`src/rtl/keccak_pkg.sv`:
```
// Shared types, mode tables and helpers for the Keccak sponge front end.
package keccak_pkg;

    localparam int LANE_W = 64;

    localparam logic [7:0] SUFFIX_SHA3  = 8'h06;
    localparam logic [7:0] SUFFIX_SHAKE = 8'h1F;

    typedef enum logic [1:0] {
        MODE_SHA3_256 = 2'b00,
        MODE_SHA3_512 = 2'b01,
        MODE_SHAKE128 = 2'b10,
        MODE_SHAKE256 = 2'b11
    } keccak_mode_t;

    typedef enum logic [1:0] {
        ST_IDLE,
        ST_DATA,
        ST_PAD,
        ST_DONE
    } pad_state_t;

    function automatic logic [4:0] rate_words(keccak_mode_t m);
        logic [4:0] r;
        r = 5'd17;
        case (m)
            MODE_SHA3_256: r = 5'd17;
            MODE_SHA3_512: r = 5'd9;
            MODE_SHAKE128: r = 5'd21;
            MODE_SHAKE256: r = 5'd17;
            default:       r = 5'd17;
        endcase
        return r;
    endfunction

    function automatic logic [7:0] pad_suffix(keccak_mode_t m);
        logic [7:0] s;
        s = SUFFIX_SHA3;
        case (m)
            MODE_SHAKE128,
            MODE_SHAKE256: s = SUFFIX_SHAKE;
            default:       s = SUFFIX_SHA3;
        endcase
        return s;
    endfunction

    function automatic int cnt_w(int n);
        return (n > 1) ? $clog2(n) : 1;
    endfunction

endpackage

```
`src/rtl/keccak_padder_countern.sv`:
```
// Word-in-block counter: wraps to zero at a runtime limit, clears on demand.
module keccak_padder_countern
    import keccak_pkg::*;
#(
    parameter int N = 21
) (
    input  logic                clk,
    input  logic                rst,
    input  logic                clear,
    input  logic                en,
    input  logic [cnt_w(N)-1:0] limit,
    output logic [cnt_w(N)-1:0] count
);

    always_ff @(posedge clk or posedge rst) begin
        if (rst) begin
            count <= '0;
        end else if (clear) begin
            count <= '0;
        end else if (en) begin
            if (count == limit) begin
                count <= '0;
            end else begin
                count <= count + 1'b1;
            end
        end
    end

endmodule

```
`src/rtl/keccak_padder.sv`:
```
// Streaming pad10*1 padder: masks the tail lane, inserts the domain suffix
// and the closing 0x80, and fills out to a whole number of rate blocks.
module keccak_padder
    import keccak_pkg::*;
#(
    parameter int W              = 64,
    parameter int LEN_W          = 32,
    parameter int MAX_RATE_WORDS = 21
) (
    input  logic             clk,
    input  logic             rst,
    input  logic             start,
    input  logic [1:0]       mode,
    input  logic [LEN_W-1:0] msg_bytes,
    input  logic [W-1:0]     in_data,
    input  logic             in_valid,
    output logic             in_ready,
    output logic [W-1:0]     out_data,
    output logic             out_valid,
    input  logic             out_ready,
    output logic             out_block_last,
    output logic             out_msg_last,
    output logic             busy
);

    localparam int BPW = W / 8;
    localparam int CW  = cnt_w(MAX_RATE_WORDS);

    pad_state_t       state_q;
    pad_state_t       state_d;
    logic [LEN_W-1:0] rem_q;
    logic [LEN_W-1:0] rem_d;
    logic [CW-1:0]    rate_m1_q;
    logic [7:0]       suffix_q;
    logic             placed_q;
    logic             placed_d;

    logic [CW-1:0]    wpos;
    logic             at_end;
    logic             adv;
    logic             start_ok;
    logic             emit;
    logic             partial;
    logic             mlast;
    logic [W-1:0]     lane;
    logic [4:0]       rw;

    assign adv      = !out_valid || out_ready;
    assign in_ready = (state_q == ST_DATA) && adv;
    assign busy     = (state_q != ST_IDLE);
    assign start_ok = (state_q == ST_IDLE) && start;
    assign at_end   = (wpos == rate_m1_q);
    assign rw       = rate_words(keccak_mode_t'(mode));

    keccak_padder_countern #(
        .N(MAX_RATE_WORDS)
    ) u_wpos (
        .clk  (clk),
        .rst  (rst),
        .clear(start_ok),
        .en   (emit),
        .limit(rate_m1_q),
        .count(wpos)
    );

    always_comb begin
        state_d  = state_q;
        rem_d    = rem_q;
        placed_d = placed_q;
        emit     = 1'b0;
        partial  = 1'b0;
        mlast    = 1'b0;
        lane     = '0;
        unique case (state_q)
            ST_IDLE: begin
                if (start) begin
                    rem_d    = msg_bytes;
                    placed_d = 1'b0;
                    state_d  = (msg_bytes == '0) ? ST_PAD : ST_DATA;
                end
            end
            ST_DATA: begin
                if (in_valid && in_ready) begin
                    emit    = 1'b1;
                    partial = (rem_q < LEN_W'(BPW));
                    for (int i = 0; i < BPW; i++) begin
                        if (!partial || (LEN_W'(i) < rem_q)) begin
                            lane[8*i +: 8] = in_data[8*i +: 8];
                        end else if (LEN_W'(i) == rem_q) begin
                            lane[8*i +: 8] = suffix_q;
                        end
                    end
                    if (partial) begin
                        rem_d    = '0;
                        placed_d = 1'b1;
                        if (at_end) begin
                            lane[W-1] = 1'b1;
                            mlast     = 1'b1;
                            state_d   = ST_DONE;
                        end else begin
                            state_d = ST_PAD;
                        end
                    end else begin
                        // A whole lane ending the message leaves the suffix for PAD.
                        rem_d = rem_q - LEN_W'(BPW);
                        if (rem_d == '0) begin
                            state_d = ST_PAD;
                        end
                    end
                end
            end
            ST_PAD: begin
                if (adv) begin
                    emit     = 1'b1;
                    placed_d = 1'b1;
                    if (!placed_q) begin
                        lane[7:0] = suffix_q;
                    end
                    if (at_end) begin
                        lane[W-1] = 1'b1;
                        mlast     = 1'b1;
                        state_d   = ST_DONE;
                    end
                end
            end
            ST_DONE: begin
                if (out_valid && out_ready) begin
                    state_d = ST_IDLE;
                end
            end
            default: state_d = ST_IDLE;
        endcase
    end

    always_ff @(posedge clk or posedge rst) begin
        if (rst) begin
            state_q   <= ST_IDLE;
            rem_q     <= '0;
            placed_q  <= 1'b0;
            rate_m1_q <= '0;
            suffix_q  <= '0;
        end else begin
            state_q  <= state_d;
            rem_q    <= rem_d;
            placed_q <= placed_d;
            if (start_ok) begin
                rate_m1_q <= CW'(rw - 5'd1);
                suffix_q  <= pad_suffix(keccak_mode_t'(mode));
            end
        end
    end

    always_ff @(posedge clk or posedge rst) begin
        if (rst) begin
            out_valid      <= 1'b0;
            out_data       <= '0;
            out_block_last <= 1'b0;
            out_msg_last   <= 1'b0;
        end else if (emit) begin
            out_valid      <= 1'b1;
            out_data       <= lane;
            out_block_last <= at_end;
            out_msg_last   <= mlast;
        end else if (out_ready) begin
            out_valid      <= 1'b0;
            out_block_last <= 1'b0;
            out_msg_last   <= 1'b0;
        end
    end

endmodule

```
`config.mk`:
```
export PLATFORM = sky130hd
export DESIGN_NAME = keccak_padder
export DESIGN_NICKNAME = d
export VERILOG_FILES = /design/src/rtl/keccak_pkg.sv /design/src/rtl/keccak_padder_countern.sv /design/src/rtl/keccak_padder.sv
export SDC_FILE = /design/constraint.sdc
export NUM_CORES = 1
export LEC_CHECK = 0
export CAP_MARGIN = 20
export CELL_PAD_IN_SITES_DETAIL_PLACEMENT = 1
export CELL_PAD_IN_SITES_GLOBAL_PLACEMENT = 1
export CORE_MARGIN = 3
export CORE_UTILIZATION = 39
export DETAILED_ROUTE_END_ITERATION = 16
export PLACE_DENSITY = 0.88
export SLEW_MARGIN = 0
export SYNTH_ARGS = -nofsm -noshare
export SYNTH_HDL_FRONTEND = slang
export SYNTH_SLANG_ARGS = --single-unit
```
`constraint.sdc`:
```
create_clock -name clk -period 9.3 [get_ports clk]
set_input_delay 2.79 -clock clk [delete_from_list [all_inputs] [get_ports clk]]
set_output_delay 2.79 -clock clk [all_outputs]
set_load 0.01 [all_outputs]
```
; ---- Yosys cells after proc, flatten, opt, wreduce, memory -nomap -nowiden
; Index checks and enable logic that the tools add are counted.
; W data, S select, Z words.
[totals]
reg_bits = 120
word_cells = 133
[op_classes]
add_sub_neg = 3
magnitude_cmp = 9
n_eq_ne = 21
mux = 60
n_reduce_logical = 30
[ops]
columns = cell, n
row1 = $mux W8, 18
row2 = $eq A3 B32 Y1 const A, 4
row3 = $lt A3 B32 Y1 const A, 4
row4 = $logic_not A32 Y1, 3
row5 = $mux W32, 3
row6 = $eq A2 B32 Y1 const A, 2
row7 = $lt A1 B32 Y1 const A, 2
row8 = $lt A2 B32 Y1 const A, 2
row9 = $mux W64, 1
row10 = $pmux W32 S2, 1
row11 = $mux W55, 1
row12 = $eq A1 B32 Y1 const A, 1
row13 = $lt A32 B4 Y1 const B, 1
row14 = $sub A32 B4 Y32 const B, 1
row15 = $mux W5, 4
row16 = $mux W1, 17
row17 = $mux W2, 8
row18 = $pmux W8 S2, 1
row19 = $pmux W5 S3, 1
row20 = $logic_or A1 B1 Y1, 9
row21 = $eq A2 B2 Y1 const B, 4
row22 = $ne A2 B2 Y1 const B, 4
row23 = $pmux W2 S4, 1
row24 = $reduce_bool A2 Y1, 4
row25 = 16 further kinds, 26

; ---- Longest topological paths before layout
[logic_depth]
depth_word = 8
ltp_mapped = 10
ltp_nobuf = 9

; ---- Hierarchy
; From an unflattened synthesis, not the netlist that was laid out.
[hier_totals]
hier_cells = 684
hier_area_um2 = 6060.8
[modules_own_cells]
columns = module, instances, cells_per_inst, area_per_inst_um2, seq_area_each_um2
row1 = keccak_padder, 1, 650, 5711.7, 2677.6
row2 = keccak_padder_countern, 1, 34, 349.1, 125.1

; ---- Least setup slack after synthesis
; No wires, ideal clock.
[synth_timing]
kind = in2out
from = in out_ready
to = out in_ready
arrival_ps = 3166
t_required_ps = 6510
slack_ps = 3344
path_stages = 2
n_path_buf = 0
path_cell_list = nand2b_1 -> and2_1
[synth_via]
elab_chain_len = 2
[synth_lines]
columns = item, line
row1 = "start, declared", keccak_padder.sv:20  ; input logic out_ready,
row2 = $logic_or A1 B1 Y1, keccak_padder.sv:48  ; assign adv = !out_valid || out_ready;
row3 = $logic_and A1 B1 Y1, keccak_padder.sv:49  ; assign in_ready = (state_q == ST_DATA) && adv;
row4 = "end, declared", keccak_padder.sv:17  ; output logic in_ready,
; No other way between the ends.

; ---- Worst setup path in the final report
; Same ends and word-level chain as after synthesis.

==> run_summary.xml <==
<?xml version="1.0" encoding="UTF-8"?>
<metrics>
  <group name="outcome">
    <metric name="status" unit="">finished clean</metric>
  </group>
  <group name="yosys">
    <metric name="synth_seq_area_share" unit="%">46.0</metric>
    <metric name="synth_top_area_cell" unit="">dfrtp_1</metric>
    <metric name="ys.warnings.count" unit="">0</metric>
    <metric name="syn_area" unit="µm²">6100</metric>
    <metric name="synth_cell_type_count" unit="">60</metric>
    <metric name="synthCells" unit="">683</metric>
    <metric name="yosysMostFrequentCell" unit="">dfrtp_1</metric>
    <metric name="postSynthNetCount" unit="">795</metric>
    <metric name="synth-edff-count" unit="">0</metric>
    <metric name="synth-seq-cells" unit="">112</metric>
    <metric name="leading_register_cell_type_out_of_synthesis" unit="">dfrtp_1</metric>
    <metric name="async_flop_share" unit="%">100</metric>
    <metric name="synthTopCellsByArea" unit="">dfrtp_1 (46%), o21ai_0 (6.0%), a22o_1 (5.7%), nand2_1 (4.9%), a21oi_1 (3.9%)</metric>
    <metric name="synth_area_per_cell" unit="µm²">8.93</metric>
    <metric name="synth_commonest_cells" unit="">dfrtp_1 (112), nand2_1 (80), o21ai_0 (73), nor2_1 (61), a21oi_1 (48)</metric>
    <metric name="yosys_top_cell_area_share" unit="%">46.0</metric>
  </group>
  <group name="clock_tree">
    <metric name="tritoncts" unit="">built</metric>
    <metric name="cts-buffers-inserted" unit="">9</metric>
    <metric name="hold_buffers" unit="">0</metric>
    <metric name="clkSlewWorstSetupHoldPaths" unit="ns">0.08</metric>
    <metric name="clock_tree.htree_level_count" unit="">3</metric>
    <metric name="cts-root-to-sink-buffers" unit="">2</metric>
    <metric name="cts-resized-gates" unit="">0</metric>
    <metric name="worst_skew_pair.late_latency" unit="ns">0.36</metric>
    <metric name="cts_root_buffer" unit="">clkbuf_16</metric>
    <metric name="clkSinkCount" unit="">112</metric>
    <metric name="postCtsSetupRepairBufs" unit="">0</metric>
  </group>
  <group name="power_and_ir_drop">
    <metric name="p_leak" unit="nW">3.60</metric>
    <metric name="ir_drop" unit="mV">0.0807</metric>
    <metric name="power_per_cell_area" unit="nW/µm²">116</metric>
  </group>
  <group name="routing">
    <metric name="post_drt_wl_per_cell" unit="µm">22.3</metric>
    <metric name="drtIter0Drc" unit="">516</metric>
    <metric name="iteration_count_of_the_initial_detailed_routing_pass" unit="">5</metric>
    <metric name="wirelength" unit="mm">23.4</metric>
    <metric name="vias_per_cell" unit="">5.92</metric>
    <metric name="ant_nets" unit="">0</metric>
    <metric name="vias" unit="">6230</metric>
    <metric name="residual_drc_count" unit="">0</metric>
  </group>
  <group name="finish">
    <metric name="finish.cell_count_without_fillers" unit="">1053</metric>
    <metric name="areaGrowthSynthToFinish" unit="%">36.5</metric>
    <metric name="drive_gt1_share" unit="%">5.82</metric>
    <metric name="nNetsFinal" unit="">949</metric>
    <metric name="final_core_utilization" unit="%">54.5</metric>
    <metric name="finish.instance_area" unit="µm²">8320</metric>
    <metric name="antenna_diode_count" unit="">0</metric>
  </group>
  <group name="placement">
    <metric name="place_hpwl" unit="mm">17.1</metric>
    <metric name="placedCellCount" unit="">1034</metric>
    <metric name="placedInstanceArea" unit="µm²">7980</metric>
    <metric name="port_buffers" unit="">171</metric>
    <metric name="gpl.final_weighted_congestion" unit="">0.959</metric>
  </group>
  <group name="setup_path">
    <metric name="crit_path_start" unit="">out_ready</metric>
    <metric name="crit_path_frequent_cell" unit="">clkdlybuf4s50_1</metric>
    <metric name="worst_path_max_delay_cell" unit="">clkdlybuf4s50_1</metric>
    <metric name="worstRegToRegCells" unit="">7</metric>
    <metric name="critical_path_peak_fanout" unit="">5</metric>
    <metric name="r2r_slack" unit="ns">5.54</metric>
    <metric name="critPathKind" unit="">in -&gt; out</metric>
    <metric name="rr_startpoint" unit="">rem_q[19]$_DFFE_PP0P_</metric>
    <metric name="worstPathArrival" unit="ns">4.29</metric>
    <metric name="worst_path_largest_cell_delay" unit="ns">0.55</metric>
    <metric name="required" unit="ns">6.51</metric>
    <metric name="cp-endpoint" unit="">in_ready</metric>
    <metric name="worst_r2r_endpoint" unit="">state_q[1]$_DFFE_PP0P_</metric>
    <metric name="critical_path.cell_chain" unit="">clkdlybuf4s50_1 &gt; nand2b_1 &gt; and2_1 &gt; clkdlybuf4s50_1</metric>
    <metric name="critPathLaunchType" unit="">primary input</metric>
    <metric name="worstSetupEndpointType" unit="">primary output</metric>
  </group>
  <group name="timing">
    <metric name="max_slew_margin" unit="%">29.0</metric>
    <metric name="final-setup-viol-count" unit="">0</metric>
    <metric name="worst_setup_skew_after_layout" unit="ns">0.00985</metric>
    <metric name="grt_setup_unrepaired" unit="">false</metric>
    <metric name="fin_max_slew_vios" unit="">0</metric>
    <metric name="max_clock_freq" unit="MHz">141</metric>
    <metric name="layout_min_cycle_time" unit="ns">7.08</metric>
    <metric name="final_cycle_utilization_of_the_critical_path" unit="%">76.1</metric>
    <metric name="tightest_slew" unit="ns">1.06</metric>
    <metric name="setup-tns-final" unit="ns">0</metric>
    <metric name="timing.final.hold_violations" unit="">0</metric>
  </group>
  <group name="floorplanning">
    <metric name="core-area" unit="µm²">15300</metric>
    <metric name="fp.dieArea" unit="µm²">17200</metric>
    <metric name="ioPinCount" unit="">172</metric>
    <metric name="die_width" unit="µm">131</metric>
    <metric name="initial_core_util" unit="%">40.0</metric>
    <metric name="chipHeight" unit="µm">131</metric>
    <metric name="num_rows" unit="">45</metric>
  </group>
  <group name="global_route">
    <metric name="grt_max_degree" unit="">76</metric>
    <metric name="number_of_antenna_violations_at_the_first_check_in_global_routing" unit="">0</metric>
    <metric name="grt_remaining_overflow" unit="">0</metric>
    <metric name="first_global_vias" unit="">6495</metric>
    <metric name="first_pass_grt_wire_length" unit="mm">35.6</metric>
    <metric name="total_routing_usage_gr" unit="%">26.8</metric>
  </group>
  <group name="flow_run">
    <metric name="maxCapViolCount" unit="">0</metric>
  </group>
  <group name="hold_path">
    <metric name="worst_hold_path_type" unit="">reg -&gt; reg</metric>
  </group>
</metrics>
layout by cell type, fill, tap and decap left out, types with 3 or more instances in the layout:
master / netlist / final
clkdlybuf4s50_1: 0 / 171
dfrtp_1: 112 / 112
nand2_1: 80 / 79
o21ai_0: 73 / 73
nor2_1: 61 / 60
a21oi_1: 48 / 48
a22o_1: 40 / 40
nor3_1: 25 / 24
nor4_1: 21 / 21
inv_1: 22 / 21
nand3_1: 15 / 15
nand4_1: 10 / 10
or2_2: 10 / 10
a21o_1: 10 / 10
ha_1: 9 / 9
clkbuf_16: 0 / 9
xnor2_1: 8 / 8
a22oi_1: 7 / 7
a32o_1: 7 / 7
nand2b_1: 6 / 6
buf_4: 0 / 6
xor2_1: 5 / 5
and3_1: 5 / 5
o22a_1: 5 / 5
nor3_2: 3 / 4
a31oi_1: 4 / 4
o22ai_1: 4 / 4
a32oi_1: 4 / 4
nor3b_1: 3 / 3
or3_1: 3 / 3
nor4b_1: 3 / 3
a221o_1: 3 / 3
or4_1: 3 / 3
o31a_1: 3 / 3
a311oi_1: 3 / 3
state kept, by name, indices dropped and copies added (netlist names):
signal and count:
rate_m1_q 3, rem_q 32, out_msg_last 1, u_wpos.count 5
state_q 2, suffix_q 2, out_block_last 1, placed_q 1
out_valid 1, out_data 64
cell families (layout without fill, tap and decap cells):
group | count (synthesis) | count (layout) | share of synthesized area [%]
AOI/OAI and AO/OA | 223 | 223 | 24.2
xor gates and xnor gates | 13 | 13 | 1.87
adders and majority gates | 9 | 9 | 1.85
buffers and inverters | 59 | 218 | 3.69
DFF | 112 | 112 | 46.0
muxes | 3 | 3 | 0.534
and+or+nand+nor | 264 | 264 | 21.9
critical path: cells and delay by family:
kind                   cells  cell delay [ns]
and+or+nand+nor            2             0.42
buffers and inverters      2             1.08
area by class of cell:
class,instances,area (µm²)
fill,1752,6940
multi-input combinational,512,3080
sequential,112,2800
timing repair buffer,179,1800
tap,211,264
clock buffer,9,225
inverter,23,88.8
clock inverter,7,63.8
metal layers:
metal | track usage [%] | share of wire, % | up-vias
met5 | 0 | 0 | -
met3 | 4.19 | 6.9 | 51
met2 | 45.8 | 49 | 246
met4 | 10.6 | 3.1 | 0
li1 | - | - | 2819
met1 | 33.8 | 41 | 3114
report_power, final:
group / switching, mW / leakage (nW) / total (mW) / internal, mW
Combinational: 0.0442 / 1.91 / 0.0954 / 0.0512
Sequential: 0.000498 / 1.55 / 0.487 / 0.487
Clock: 0.199 / 0.139 / 0.386 / 0.187
Total: 0.244 / 3.60 / 0.969 / 0.725
stage by stage:
stage,setup WS (ns),hold slack (ns),total power [mW]
finish,2.22,0.488,0.969
global route,2.16,0.506,1.00
CTS,2.22,0.491,0.972
detailed placement,2.23,0.473,0.591
global placement,2.27,0.462,0.588
floorplan,3.34,0.470,0.529
worst min path at each step:
stage	from	endpoint	slack, ns	depth (start not counted)
floorplan	rate_m1_q[2]$_DFFE_PP0P_	rate_m1_q[2]$_DFFE_PP0P_	0.47	2
global placement	out_data[19]$_DFFE_PP0P_	out_data[19]$_DFFE_PP0P_	0.46	1
detailed placement	out_data[20]$_DFFE_PP0P_	out_data[20]$_DFFE_PP0P_	0.47	1
CTS	out_data[20]$_DFFE_PP0P_	out_data[20]$_DFFE_PP0P_	0.49	1
global route	out_data[20]$_DFFE_PP0P_	out_data[20]$_DFFE_PP0P_	0.51	1
finish	out_data[20]$_DFFE_PP0P_	out_data[20]$_DFFE_PP0P_	0.49	1
Note: power is estimated with default switching activity, not from simulation.
